## config.mk

```make
export PLATFORM = sky130hd
export DESIGN_NAME = perf_counter_snapshot_reader_flat
export DESIGN_NICKNAME = d
export VERILOG_FILES = /design/src/rtl/perf_counter_snapshot_reader_if.sv /design/src/rtl/perf_counter_snapshot_reader.sv /design/src/flat_wrapper.sv
export SDC_FILE = /design/constraint.sdc
export NUM_CORES = 1
export LEC_CHECK = 0
export CAP_MARGIN = 20
export CORE_ASPECT_RATIO = 1.5
export CORE_MARGIN = 2
export CORE_UTILIZATION = 45
export DETAILED_ROUTE_END_ITERATION = 10
export PLACE_DENSITY = 0.71
export SYNTH_ARGS = -nofsm -noshare
export SYNTH_HDL_FRONTEND = slang
export SYNTH_SLANG_ARGS = --single-unit
```

## constraint.sdc

```tcl
create_clock -name clk -period 7.9 [get_ports clk]
set_input_delay 1.975 -clock clk [delete_from_list [all_inputs] [get_ports clk]]
set_output_delay 1.975 -clock clk [all_outputs]
set_load 0.01 [all_outputs]
```

## src/rtl/perf_counter_snapshot_reader_if.sv

```systemverilog
// Read-stream interface of the performance counter snapshot reader:
// one captured counter per beat, with valid/ready flow control.
interface perf_counter_snapshot_reader_if #(
    parameter int DATA_WIDTH = 32,
    parameter int ID_WIDTH   = 2
) ();

    logic                  rd_valid;
    logic                  rd_ready;
    logic [DATA_WIDTH-1:0] rd_data;
    logic [ID_WIDTH-1:0]   rd_id;
    logic                  rd_last;

    modport master (
        output rd_valid,
        output rd_data,
        output rd_id,
        output rd_last,
        input  rd_ready
    );

    modport slave (
        input  rd_valid,
        input  rd_data,
        input  rd_id,
        input  rd_last,
        output rd_ready
    );

endinterface

```

## src/rtl/perf_counter_snapshot_reader.sv

```systemverilog
// Captures the whole counter bank atomically on snap_req, optionally clears it,
// then streams the shadow copy out one counter per beat.
module perf_counter_snapshot_reader #(
    parameter int NUM_COUNTERS  = 4,
    parameter int DATA_WIDTH    = 32,
    parameter int ID_WIDTH      = 2,
    parameter int CLEAR_ON_SNAP = 1
) (
    input  logic                               clk,
    input  logic                               rst,
    input  logic [NUM_COUNTERS*DATA_WIDTH-1:0] counter_bus,
    input  logic                               snap_req,
    perf_counter_snapshot_reader_if.master     rd,
    output logic                               busy,
    output logic                               counters_clr,
    output logic                               snap_overrun
);

    typedef enum logic {
        IDLE,
        STREAM
    } state_t;

    localparam logic [ID_WIDTH-1:0] LAST_ID = ID_WIDTH'(NUM_COUNTERS - 1);

    state_t                state;
    logic [DATA_WIDTH-1:0] shadow [NUM_COUNTERS];
    logic                  xfer;
    logic                  accept;
    logic [ID_WIDTH-1:0]   next_id;

    // NOTE: every always_comb output is assigned unconditionally so no latch can be inferred.
    always_comb begin
        xfer    = rd.rd_valid & rd.rd_ready;
        // The last beat frees the shadow bank, so a request on that edge starts a fresh capture.
        accept  = snap_req & ((state == IDLE) | (xfer & rd.rd_last));
        next_id = rd.rd_id + 1'b1;
    end

    // busy is a straight copy of the registered rd_valid, so it stays glitch-free.
    assign busy = rd.rd_valid;

    // NOTE: all state here is sequential and uses non-blocking assignments so every
    // register samples pre-edge values, which keeps the capture truly atomic.
    always_ff @(posedge clk or posedge rst) begin
        if (rst) begin
            state        <= IDLE;
            rd.rd_valid  <= 1'b0;
            rd.rd_id     <= '0;
            rd.rd_data   <= '0;
            rd.rd_last   <= 1'b0;
            counters_clr <= 1'b0;
            snap_overrun <= 1'b0;
            // NOTE: the shadow bank is small and must read as zero after reset, so it is
            // reset like any other register rather than left as an unreset memory.
            for (int i = 0; i < NUM_COUNTERS; i++) begin
                shadow[i] <= '0;
            end
        end else begin
            counters_clr <= 1'b0;
            if (accept) begin
                for (int i = 0; i < NUM_COUNTERS; i++) begin
                    shadow[i] <= counter_bus[i*DATA_WIDTH +: DATA_WIDTH];
                end
                state        <= STREAM;
                rd.rd_valid  <= 1'b1;
                rd.rd_id     <= '0;
                rd.rd_data   <= counter_bus[DATA_WIDTH-1:0];
                rd.rd_last   <= (NUM_COUNTERS == 1);
                counters_clr <= (CLEAR_ON_SNAP != 0);
                snap_overrun <= 1'b0;
            end else if (state == STREAM) begin
                if (snap_req) begin
                    snap_overrun <= 1'b1;
                end
                if (xfer) begin
                    if (rd.rd_last) begin
                        state       <= IDLE;
                        rd.rd_valid <= 1'b0;
                        rd.rd_id    <= '0;
                        rd.rd_data  <= '0;
                        rd.rd_last  <= 1'b0;
                    end else begin
                        rd.rd_id    <= next_id;
                        rd.rd_data  <= shadow[next_id];
                        rd.rd_last  <= (next_id == LAST_ID);
                    end
                end
            end
        end
    end

endmodule
```

## src/flat_wrapper.sv

```systemverilog
// flat-port wrapper written by rule: the top's interface ports become plain ports
module perf_counter_snapshot_reader_flat 
#(
    parameter int NUM_COUNTERS  = 4,
    parameter int DATA_WIDTH    = 32,
    parameter int ID_WIDTH      = 2,
    parameter int CLEAR_ON_SNAP = 1
)
  (clk, rst, counter_bus, snap_req, busy, counters_clr, snap_overrun, rd_rd_valid, rd_rd_data, rd_rd_id, rd_rd_last, rd_rd_ready);
  perf_counter_snapshot_reader_if #(.DATA_WIDTH(DATA_WIDTH), .ID_WIDTH(ID_WIDTH)) rd_i ();
  input  logic clk;
  input  logic rst;
  input  logic [NUM_COUNTERS*DATA_WIDTH-1:0] counter_bus;
  input  logic snap_req;
  output logic busy;
  output logic counters_clr;
  output logic snap_overrun;
  output wire logic [$bits(rd_i.rd_valid)-1:0] rd_rd_valid;
  output wire logic [$bits(rd_i.rd_data)-1:0] rd_rd_data;
  output wire logic [$bits(rd_i.rd_id)-1:0] rd_rd_id;
  output wire logic [$bits(rd_i.rd_last)-1:0] rd_rd_last;
  input wire logic [$bits(rd_i.rd_ready)-1:0] rd_rd_ready;
  assign rd_rd_valid = rd_i.rd_valid;
  assign rd_rd_data = rd_i.rd_data;
  assign rd_rd_id = rd_i.rd_id;
  assign rd_rd_last = rd_i.rd_last;
  assign rd_i.rd_ready = rd_rd_ready;
  perf_counter_snapshot_reader #(.NUM_COUNTERS(NUM_COUNTERS), .DATA_WIDTH(DATA_WIDTH), .ID_WIDTH(ID_WIDTH), .CLEAR_ON_SNAP(CLEAR_ON_SNAP)) u_core (.clk(clk), .rst(rst), .counter_bus(counter_bus), .snap_req(snap_req), .rd(rd_i), .busy(busy), .counters_clr(counters_clr), .snap_overrun(snap_overrun));
endmodule
```

Word level (Yosys, flattened, before mapping)
Cells that the tools add are included.

Register bits after elaboration: 167. Bits of input ports: 132.

Add/subtract/negate cells: 1. Magnitude comparators: 1. Eq/ne operators: 1. Mux-type cells: 27. Bitwise logic cells: 6. Reductions and logical operators: 7.

Operator list (number): $mux W32 (6); $bmux W32 S2 (1); $mux W1 (16); $mux W2 (4); $reduce_bool A2 Y1 (4); $reduce_and A2 Y1 (2); $and A1 B1 Y1 (3); $ge A3 B3 Y1 const B (1); $not A2 Y3 (1); $reduce_and A3 Y1 (1); $add A2 B1 Y2 const B (1); $eq A2 B2 Y1 const B (1); $not A1 Y1 (1); $or A1 B1 Y1 (1).

Logic depth before layout (Yosys ltp)
Gate-level depths: netlist (run 1).

Word-level depth: 9. Mapped depth: 9.

Worst setup path before layout (run 1)
No wires, ideal clock.

Path type: input to register. From: in rd_rd_ready. To: reg u_core.shadow[0] in the netlist's numbering. Setup time: 0.125 ns. Arrival: 2.950 ns. Required time: 7.775 ns. Slack: 4.825 ns. Cell stages on the path: 5. Path buffers: 2. Cells stage by stage: and4_4 -> nand2b_4 -> buf_6 -> buf_8 -> mux2_4.

Word-level cells in the longest chain between the ends: 4.

Ends and longest elaborated chain: start: declaration (line flat_wrapper.sv:22) `input wire logic [$bits(rd_i.rd_ready)-1:0] rd_rd_ready;`; $and A1 B1 Y1 (line perf_counter_snapshot_reader.sv:34) `xfer = rd.rd_valid & rd.rd_ready;`; $and A1 B1 Y1 (line perf_counter_snapshot_reader.sv:36) `accept = snap_req & ((state == IDLE) | (xfer & rd.rd_last));`; $or A1 B1 Y1 (line perf_counter_snapshot_reader.sv:36); $and A1 B1 Y1 (line perf_counter_snapshot_reader.sv:36); end signal: indexed assignment (line perf_counter_snapshot_reader.sv:63) `shadow[i] <= counter_bus[i*DATA_WIDTH +: DATA_WIDTH];`; end: declaration (line perf_counter_snapshot_reader.sv:27) `logic [DATA_WIDTH-1:0] shadow [NUM_COUNTERS];`.

No other way between the ends. A chain may end at the register's enable or synchronous reset.

Final worst setup path (run 1)
From: in snap_req. To: reg u_core.shadow[12] in the netlist's numbering.

Word-level cells in the longest chain between the ends: 1.

Ends and longest elaborated chain: start: declaration (line flat_wrapper.sv:14) `input logic snap_req;`; $and A1 B1 Y1 (line perf_counter_snapshot_reader.sv:36).

No other way between the ends.

==> results of run 1 <==
==> sequential cells by signal, summed over array words and instances (netlist names) <==
signal and flops:
u_core.rd.rd_last 1, u_core.state 1, u_core.rd.rd_id 2, u_core.rd.rd_data 32, u_core.counters_clr 1, u_core.snap_overrun 1
u_core.busy 1, u_core.shadow 128
==> cells in the mapped netlist, drive strengths merged <==
cell	n	area (µm²)
a31oi	32	200
clkinv	1	3.75
o41ai	1	8.76
a21o	1	7.51
nor2	2	7.51
nand3	38	190
nand2	1	3.75
dfrtp	167	4180
a21oi	2	10.0
buf	26	224
and4	1	11.3
mux4	32	721
ha	1	12.5
nor2b	1	6.26
o21ai	66	330
inv	35	131
and3	1	6.26
nand2b	2	20.0
nor3	32	160
mux2	96	1330
clkbuf	21	78.8
==> worst reg2reg max path, cell delays in order, from the launching register on <==
cell and delay (ns):
dfrtp_1 0.46, nand2b_2 0.63, nand2b_4 0.78, buf_4 0.69, mux2_2 0.42
==> layout make-up <==
cell class | count | area (µm²)
tap | 210 | 263
inverter | 36 | 140
fill | 1348 | 6680
sequential | 167 | 4180
clock inverter | 8 | 169
multi-input combinational | 309 | 3040
clock buffer | 23 | 478
timing repair buffer | 176 | 1750
==> kinds of logic after synthesis <==
group | Yosys count | synth area share [%]
flops | 167 | 54.7
mux | 128 | 26.8
fa+ha+maj | 1 | 0.164
buf+inv | 83 | 5.73
compound gates | 102 | 7.29
simple gates | 78 | 5.31
==> through the flow <==
| stage | cell area [µm²] | hold WS (ns) |
|---|---|---|
| after floorplan | 7640 | 0.476 |
| after global placement | 9370 | 0.486 |
| after detailed placement | 9370 | 0.493 |
| after CTS | 10000 | 0.509 |
| after global routing | 10000 | 0.524 |
| final | 10000 | 0.504 |
==> power groups by stage <==
stage | combinational [W] | clock (W) | sequential (W)
CTS | 0.00115 | 0.000921 | 0.00127
detailed placement | 0.00114 | 0 | 0.00129
global route | 0.00123 | 0.000961 | 0.00130
global placement | 0.00112 | 0 | 0.00127
finish | 0.00114 | 0.000907 | 0.00127
floorplan | 0.000721 | 0 | 0.00126
==> layer usage <==
metal	global-route usage [%]	vias to the layer above
li1	-	2314
met1	27.4	2638
met2	38.1	187
met3	3.91	41
met4	10.2	0
met5	0	-
==> worst paths after layout <==
kind,to,from,slack [ns]
worst max register to register,u_core.shadow[12],u_core.state,4.80
worst max-delay path,u_core.shadow[12],snap_req,3.22
worst min-delay path,u_core.shadow[11],u_core.shadow[11],0.50
max in group asynchronous,u_core.shadow[16],rst,4.30
min in group asynchronous,u_core.shadow[26],rst,2.07
worst min register to register,u_core.shadow[11],u_core.shadow[11],0.50
==> results.py, run 1 <==
metrics = {
    "worst_setup_path": {
        "end_kind": "flip-flop",
        "crit_family": "simple AND/OR/NAND/NOR gates",
        "path_cells": "clkdlybuf4s50_1 > nand2b_2 > nand2b_4 > buf_4 > mux2_2",
        "required_ns": 8.20,
        "crit_cells": 5,
        "start_kind": "input pin",
        "path_class": "input pin to flip-flop",
        "path_max_fanout": 47,
        "slowest_stage": "nand2b_4",
        "max_stage_delay_ns": 0.78,
        "reg2reg_depth": 4,
        "critPathArrivalTime_ns": 4.98,
        "path_buf_inv": 2,
    },
    "clock_tree": {
        "clockRootBuffer": "clkbuf_16",
        "post-cts-setup-buffer-count": 0,
        "clockBufferDepth": 2,
        "cts.sinks": 167,
        "worstSkewPairLatency_ns": 0.43,
        "cts-resized-gates": 0,
        "cts.clk_slew.worst_paths_ns": 0.06,
        "cts_tree": "done",
        "cts_max_level": 4,
        "cts_buffers": 17,
        "ctsHoldBuffers": 0,
    },
    "route": {
        "drc": 0,
        "wl_met3_um": 926,
        "first_iter_violations": 318,
        "top_layer": "met4",
        "vias_per_cell": 5.58,
        "vias": 5180,
        "drt-pass1-iter-count": 4,
        "wirelength_um": 19200,
        "wl_per_cell_um": 20.7,
        "wl_met1_um": 7450,
        "drtAntennaViolNets": 0,
        "dr_wl_met2_um": 10200,
    },
    "floorplanning": {
        "coreArea_um2": 16700,
        "start_util_pct": 45.8,
        "std_cell_rows": 58,
        "ios": 171,
        "die_x_um": 110,
        "die_area_um2": 18100,
        "chipHeight_um": 164,
    },
    "logic_synthesis": {
        "synth.distinct_cells": 27,
        "mappedNetlistArea_um2": 7640,
        "postSynthAreaPerCell_um2": 13.7,
        "synth_cells": 559,
        "synth_fp_nets": 692,
        "synth_seq_cells": 167,
        "yosysWarnings": 0,
        "synth_seq_area_share_pct": 54.7,
    },
    "sta": {
        "timing.fmax_ghz": 0.214,
        "worst_pin_slew_ns": 1.11,
        "fin_ws_ns": 3.22,
        "max-slew-margin-rel_pct": 25.6,
        "hold_viol_final": 0,
        "fin_skew_ns": 0.00890,
        "setup_tns_ns": 0,
        "min_period_over_period_pct": 59.3,
        "fin_crit_ns": 4.68,
        "rsz0062_at_grt": "no",
        "setup_viol": 0,
        "timing.final.max_slew_violations": 0,
    },
    "grt": {
        "grt_pass1_wl_um": 30300,
        "grt_pass1_vias": 5623,
        "grt-ovfl-total": 0,
        "grt_max_degree": 89,
        "antenna_found_initial": 0,
        "grt_usage_pct": 22.4,
    },
    "place": {
        "pre_cts_ws_ns": 2.82,
        "hpwl_um": 12800,
        "place_inst": 898,
        "gp_congestion": 0.842,
        "placement.io_buffers": 170,
    },
    "pwr": {
        "power_frac_comb_pct": 34.3,
        "internal-power_w": 0.00238,
        "leakage_nw": 4.24,
        "clock_power_share_pct": 27.3,
        "pwr-share-seq_pct": 38.4,
        "p_total_w": 0.00332,
        "p_sw_share_pct": 28.3,
        "p_per_area_nw_per_um2": 331,
        "ir_drop_uv": 154,
        "p_switching_w": 0.000938,
    },
    "final_layout": {
        "layout-drive-gt1-share_pct": 23.6,
        "final_util_pct": 60.0,
        "layout_common_cells": "clkdlybuf4s50_1 (170), dfrtp_1 (166), o21ai_0 (66), mux2_4 (66), nand3_1 (38)",
        "antenna_cells": 0,
        "final_common_cell": "clkdlybuf4s50_1",
        "fin_cells": 929,
        "area_growth_pct": 31.1,
        "nNetsFinal": 840,
    },
    "worst_hold_path": {
        "min-delay-path-class": "flip-flop to flip-flop",
        "whs_path_depth": 1,
    },
    "flow_run": {
        "drv_cap": 0,
    },
    "run_status": {
        "outcome": "completed",
    },
}
No activity file was read; power rests on OpenSTA's default activity.
==> inputs of run 2 (changes only) <==
Clock period 7.9 ns to 4.5 ns, I/O delays scaled along.
==> run 2 against run 1 <==
Global-route usage decreased by 0.29 points. Die area unchanged. Non-clock buffer count increased by 6. Combinational power increased by 74%. Setup slack got worse by 1.8 ns. Cell count increased by 0.75%. Critical path type unchanged. Sequential share of layout area decreased by 0.28 points. Clock skew decreased by 0.0016 ns. Clock-buffer cell count decreased by 1. Via count increased by 1.1%. Largest power group unchanged.
==> results.py, run 2 (synthesized netlist as in run 1, its figures left out) <==
metrics = {
    "final_layout": {
        "largest_reg_flops": 128,
        "antenna_cells": 0,
        "layout-drive-gt1-share_pct": 24.5,
        "stdcell_area_um2": 10100,
        "area_growth_pct": 32.0,
        "top_register": "u_core.shadow",
        "final_common_cell": "clkdlybuf4s50_1",
        "nNetsFinal": 846,
        "top_regs": "u_core.shadow: 128 flops, u_core.rd.rd_data: 32 flops, u_core.rd.rd_id: 2 flops",
        "layout_common_cells": "clkdlybuf4s50_1 (170), dfrtp_1 (166), o21ai_0 (66), mux2_4 (66), nand3_1 (38)",
        "final_util_pct": 60.4,
    },
    "route": {
        "vias_per_cell": 5.60,
        "wirelength_um": 19100,
        "first_iter_violations": 386,
        "wl_per_cell_um": 20.4,
        "drc": 0,
        "drt-pass1-iter-count": 5,
        "vias": 5238,
        "drtAntennaViolNets": 0,
    },
    "worst_setup_path": {
        "path_max_fanout": 40,
        "path_class": "input pin to flip-flop",
        "cp-endpoint": "u_core.shadow[18]",
        "cp-startpoint": "snap_req",
        "critPathArrivalTime_ns": 3.41,
        "r2r-end": "u_core.rd.rd_data[26]",
        "r2r_start": "u_core.rd.rd_id[0]",
        "required_ns": 4.81,
        "end_kind": "flip-flop",
        "r2r_slack_ns": 1.90,
        "start_kind": "input pin",
        "reg2reg_depth": 5,
    },
    "clock_tree": {
        "cts.sinks": 167,
        "cts_max_level": 4,
        "cts.clk_slew.worst_paths_ns": 0.06,
        "clockRootBuffer": "clkbuf_16",
        "clockBufferDepth": 2,
        "cts_buffers": 17,
        "ctsHoldBuffers": 0,
        "cts_tree": "done",
        "cts-resized-gates": 0,
        "worstSkewPairLatency_ns": 0.43,
        "post-cts-setup-buffer-count": 0,
    },
    "pwr": {
        "p_total_w": 0.00574,
        "ir_drop_uv": 319,
        "p_per_area_nw_per_um2": 569,
        "leakage_nw": 4.27,
    },
    "place": {
        "placed_area_um2": 9400,
        "hpwl_um": 12500,
        "gp_congestion": 0.838,
        "placement.io_buffers": 170,
    },
    "grt": {
        "grt_pass1_vias": 5573,
        "grt_usage_pct": 22.1,
        "grt_pass1_wl_um": 30000,
        "grt_max_degree": 91,
        "grt-ovfl-total": 0,
        "antenna_found_initial": 0,
    },
    "sta": {
        "setup_tns_ns": 0,
        "hold_viol_final": 0,
        "setup_viol": 0,
        "rsz0062_at_grt": "no",
        "fin_crit_ns": 3.10,
        "min_period_over_period_pct": 69.0,
        "worst_pin_slew_ns": 0.918,
        "max-slew-margin-rel_pct": 38.8,
        "fin_skew_ns": 0.00731,
        "timing.fmax_ghz": 0.322,
        "timing.final.max_slew_violations": 0,
    },
    "floorplanning": {
        "die_area_um2": 18100,
        "die_x_um": 110,
        "coreArea_um2": 16700,
        "ios": 171,
        "chipHeight_um": 164,
        "start_util_pct": 45.8,
        "std_cell_rows": 58,
    },
    "flow_run": {
        "drv_cap": 0,
    },
    "run_status": {
        "outcome": "completed",
    },
    "worst_hold_path": {
        "min-delay-path-class": "flip-flop to flip-flop",
    },
}
## run 2: cell types whose count changed in the layout (fill, tap and decap cells not counted)
cell and delta:
clkinv_4 -1, clkinv_2 +5, clkbuf_1 -1, buf_16 +3, buf_12 +1, buf_4 +2, clkinvlp_4 +1, bufinv_16 -2
inv_6 -1
## run 2: layout make-up
class	instances	area, µm²
multi-input cells	309	3040
flip-flops and latches	167	4180
clock inverters	10	125
fillers	1304	6610
inverters	36	139
clock buffers	22	474
well taps	210	263
repair buffers	182	1860
## run 2: stage by stage
stage                     setup WS, ns  hold slack, ns  std cells
after floorplan                   1.25           0.476        559
after global placement            1.06           0.485        901
after detailed placement         0.965           0.494        901
after CTS                         1.41           0.503        933
after global routing              1.30           0.518        936
final                             1.40           0.506        936
## run 2: worst max-delay path: stages
cell and delay [ns]:
clkdlybuf4s50_1 0.59, and4_4 0.52, nand2b_4 0.22, buf_4 0.52
mux2_2 0.41
## run 2: how the worst min path moves through the flow
stage	start	endpoint	slack (ns)	cells past startpoint
after floorplan	u_core.shadow[63]	u_core.shadow[63]	0.48	1
after global placement	u_core.shadow[11]	u_core.shadow[11]	0.49	1
after detailed placement	u_core.snap_overrun	u_core.snap_overrun	0.49	2
after CTS	u_core.snap_overrun	u_core.snap_overrun	0.50	2
after global routing	u_core.shadow[12]	u_core.shadow[12]	0.52	1
final	u_core.shadow[30]	u_core.shadow[30]	0.51	1
## run 2: routing by layer
| metal | global-route usage (%) | part of all wire [%] | vias up |
|---|---|---|---|
| li1 | - | - | 2339 |
| met1 | 26.7 | 38 | 2680 |
| met2 | 38.4 | 54 | 180 |
| met3 | 4.27 | 5.2 | 39 |
| met4 | 8.92 | 2.5 | 0 |
| met5 | 0 | 0 | - |
## run 2: report_power, final
group          leakage (nW)  switching (W)  internal [W]  total (W)
clock                 0.303       0.000581      0.000910    0.00149
sequential             2.00       0.000323       0.00194    0.00226
combinational          1.97       0.000756       0.00123    0.00198
total                  4.27        0.00166       0.00408    0.00574
==> inputs of run 3 (changes only) <==
Settings changed: PLACE_DENSITY 0.71 to 0.73.
Clock period 4.5 ns to 2.7 ns, I/O delays scaled along.
==> run 3 against run 2 <==
Cell count increased by 1.1%. Critical endpoint is now rd_rd_id[0]. Total power increased by 64%. Clock power increased by 54%.
==> results.py, run 3 (synthesized netlist as in run 1, its figures left out) <==
metrics = {
    "sta": {
        "timing.final.max_slew_violations": 0,
        "timing.fmax_ghz": 0.417,
        "fin_crit_ns": 2.40,
        "hold_viol_final": 0,
        "worst_pin_slew_ns": 0.768,
        "timing.hold.ws_ns": 0.505,
        "max-slew-margin-rel_pct": 48.5,
        "setup_viol": 0,
        "min_period_over_period_pct": 88.7,
        "rsz0062_at_grt": "no",
        "fin_skew_ns": 0.0144,
    },
    "route": {
        "wirelength_um": 20000,
        "first_iter_violations": 311,
        "drt-pass1-iter-count": 4,
        "drtAntennaViolNets": 0,
        "drc": 0,
        "vias": 5332,
        "vias_per_cell": 5.64,
        "wl_per_cell_um": 21.1,
    },
    "grt": {
        "grt-ovfl-total": 0,
        "grt_usage_pct": 23.0,
        "grt_pass1_vias": 5740,
        "antenna_found_initial": 0,
        "grt_pass1_wl_um": 31100,
        "grt_max_degree": 70,
    },
    "flow_run": {
        "drv_cap": 0,
    },
    "final_layout": {
        "final_util_pct": 60.6,
        "layout_common_cells": "clkdlybuf4s50_1 (170), dfrtp_1 (166), o21ai_0 (66), mux2_4 (66), nand3_1 (38)",
        "layout-drive-gt1-share_pct": 25.5,
        "largest_reg_flops": 128,
        "nNetsFinal": 857,
        "register_area_um2": 4180,
        "antenna_cells": 0,
        "top_regs": "u_core.shadow: 128 flops, u_core.rd.rd_data: 32 flops, u_core.rd.rd_id: 2 flops",
        "n_fill_cell": 1316,
        "area_growth_pct": 32.4,
        "multi_input_area_um2": 3040,
        "final_common_cell": "clkdlybuf4s50_1",
        "fin_cells": 946,
        "top_register": "u_core.shadow",
    },
    "place": {
        "place_inst": 915,
        "placement.io_buffers": 170,
        "hpwl_um": 13300,
        "gp_congestion": 0.860,
    },
    "worst_setup_path": {
        "r2r-end": "u_core.rd.rd_data[13]",
        "critPathArrivalTime_ns": 1.72,
        "path_cells": "buf_4 > clkdlybuf4s50_1",
        "reg2reg_depth": 5,
        "path_class": "flip-flop to output pin",
        "required_ns": 2.03,
        "path_max_fanout": 17,
        "cp-startpoint": "u_core.rd.rd_id[0]",
        "end_kind": "output pin",
        "r2r_start": "u_core.rd.rd_id[0]",
        "start_kind": "flip-flop",
        "r2r_slack_ns": 0.65,
        "max_stage_delay_ns": 0.61,
        "cp-endpoint": "rd_rd_id[0]",
        "slowest_stage": "clkdlybuf4s50_1",
    },
    "clock_tree": {
        "cts-resized-gates": 0,
        "clockBufferDepth": 2,
        "clockRootBuffer": "clkbuf_16",
        "worstSkewPairLatency_ns": 0.43,
        "cts_max_level": 4,
        "cts_buffers": 17,
        "cts.clk_slew.worst_paths_ns": 0.06,
        "post-cts-setup-buffer-count": 0,
        "cts_tree": "done",
        "ctsHoldBuffers": 0,
        "cts.sinks": 167,
    },
    "run_status": {
        "outcome": "completed",
    },
    "pwr": {
        "leakage_nw": 4.29,
        "p_per_area_nw_per_um2": 931,
        "pwr-share-seq_pct": 39.2,
        "internal-power_w": 0.00668,
        "ir_drop_uv": 498,
        "clock_power_share_pct": 24.4,
        "p_sw_share_pct": 29.2,
        "power_frac_comb_pct": 36.4,
        "p_switching_w": 0.00275,
    },
    "floorplanning": {
        "ios": 171,
        "die_x_um": 110,
        "std_cell_rows": 58,
        "start_util_pct": 45.8,
        "chipHeight_um": 164,
        "die_area_um2": 18100,
        "coreArea_um2": 16700,
    },
    "worst_hold_path": {
        "min-delay-path-class": "flip-flop to flip-flop",
    },
}
==> run 3: worst max-delay path: cells and delay by family, from the launching register on <==
family | cells | cell delay [ns]
buffers and inverters | 2 | 0.94
DFF | 1 | 0.35
==> run 3: how the worst min path moves through the flow <==
| stage | from | to | slack, ns | cells after the start |
|---|---|---|---|---|
| floorplan | u_core.shadow[63] | u_core.shadow[63] | 0.48 | 1 |
| global placement | u_core.snap_overrun | u_core.snap_overrun | 0.48 | 2 |
| detailed placement | u_core.shadow[26] | u_core.shadow[26] | 0.49 | 1 |
| CTS | u_core.shadow[64] | u_core.shadow[64] | 0.51 | 1 |
| global route | u_core.shadow[64] | u_core.shadow[64] | 0.52 | 1 |
| finish | u_core.shadow[27] | u_core.shadow[27] | 0.51 | 1 |
==> run 3: power by group through the flow <==
stage	Sequential, W	Combinational, W	Clock (W)
finish	0.00369	0.00343	0.00230
global route	0.00377	0.00370	0.00244
CTS	0.00368	0.00347	0.00235
detailed placement	0.00371	0.00345	0
global placement	0.00367	0.00335	0
floorplan	0.00369	0.00211	0
==> run 3: layout make-up <==
class / instances / area share [%]
flip-flops and latches: 167 / 41.3
clock buffers: 23 / 4.82
multi-input cells: 309 / 30.0
repair buffers: 193 / 19.1
well taps: 210 / 2.60
inverters: 36 / 1.37
clock inverters: 8 / 0.717
==> run 3: layer usage <==
metal / up-vias / share of wire (%) / global-route usage, %
met3: 29 / 5.2 / 4.23
met5: - / 0 / 0
li1: 2361 / - / -
met4: 0 / 2.1 / 8.01
met2: 202 / 54 / 40.0
met1: 2740 / 39 / 28.4
==> run 3: per-stage QoR <==
stage                     TNS, ns  setup WS, ns  instance area (µm²)  total power [W]
after CTS                       0         0.260                10100          0.00951
final                           0         0.305                10100          0.00942
after floorplan            -16.99        -0.102                 7640          0.00580
after global routing            0         0.212                10100          0.00991
after global placement          0         0.239                 9560          0.00703
after detailed placement        0         0.160                 9560          0.00716
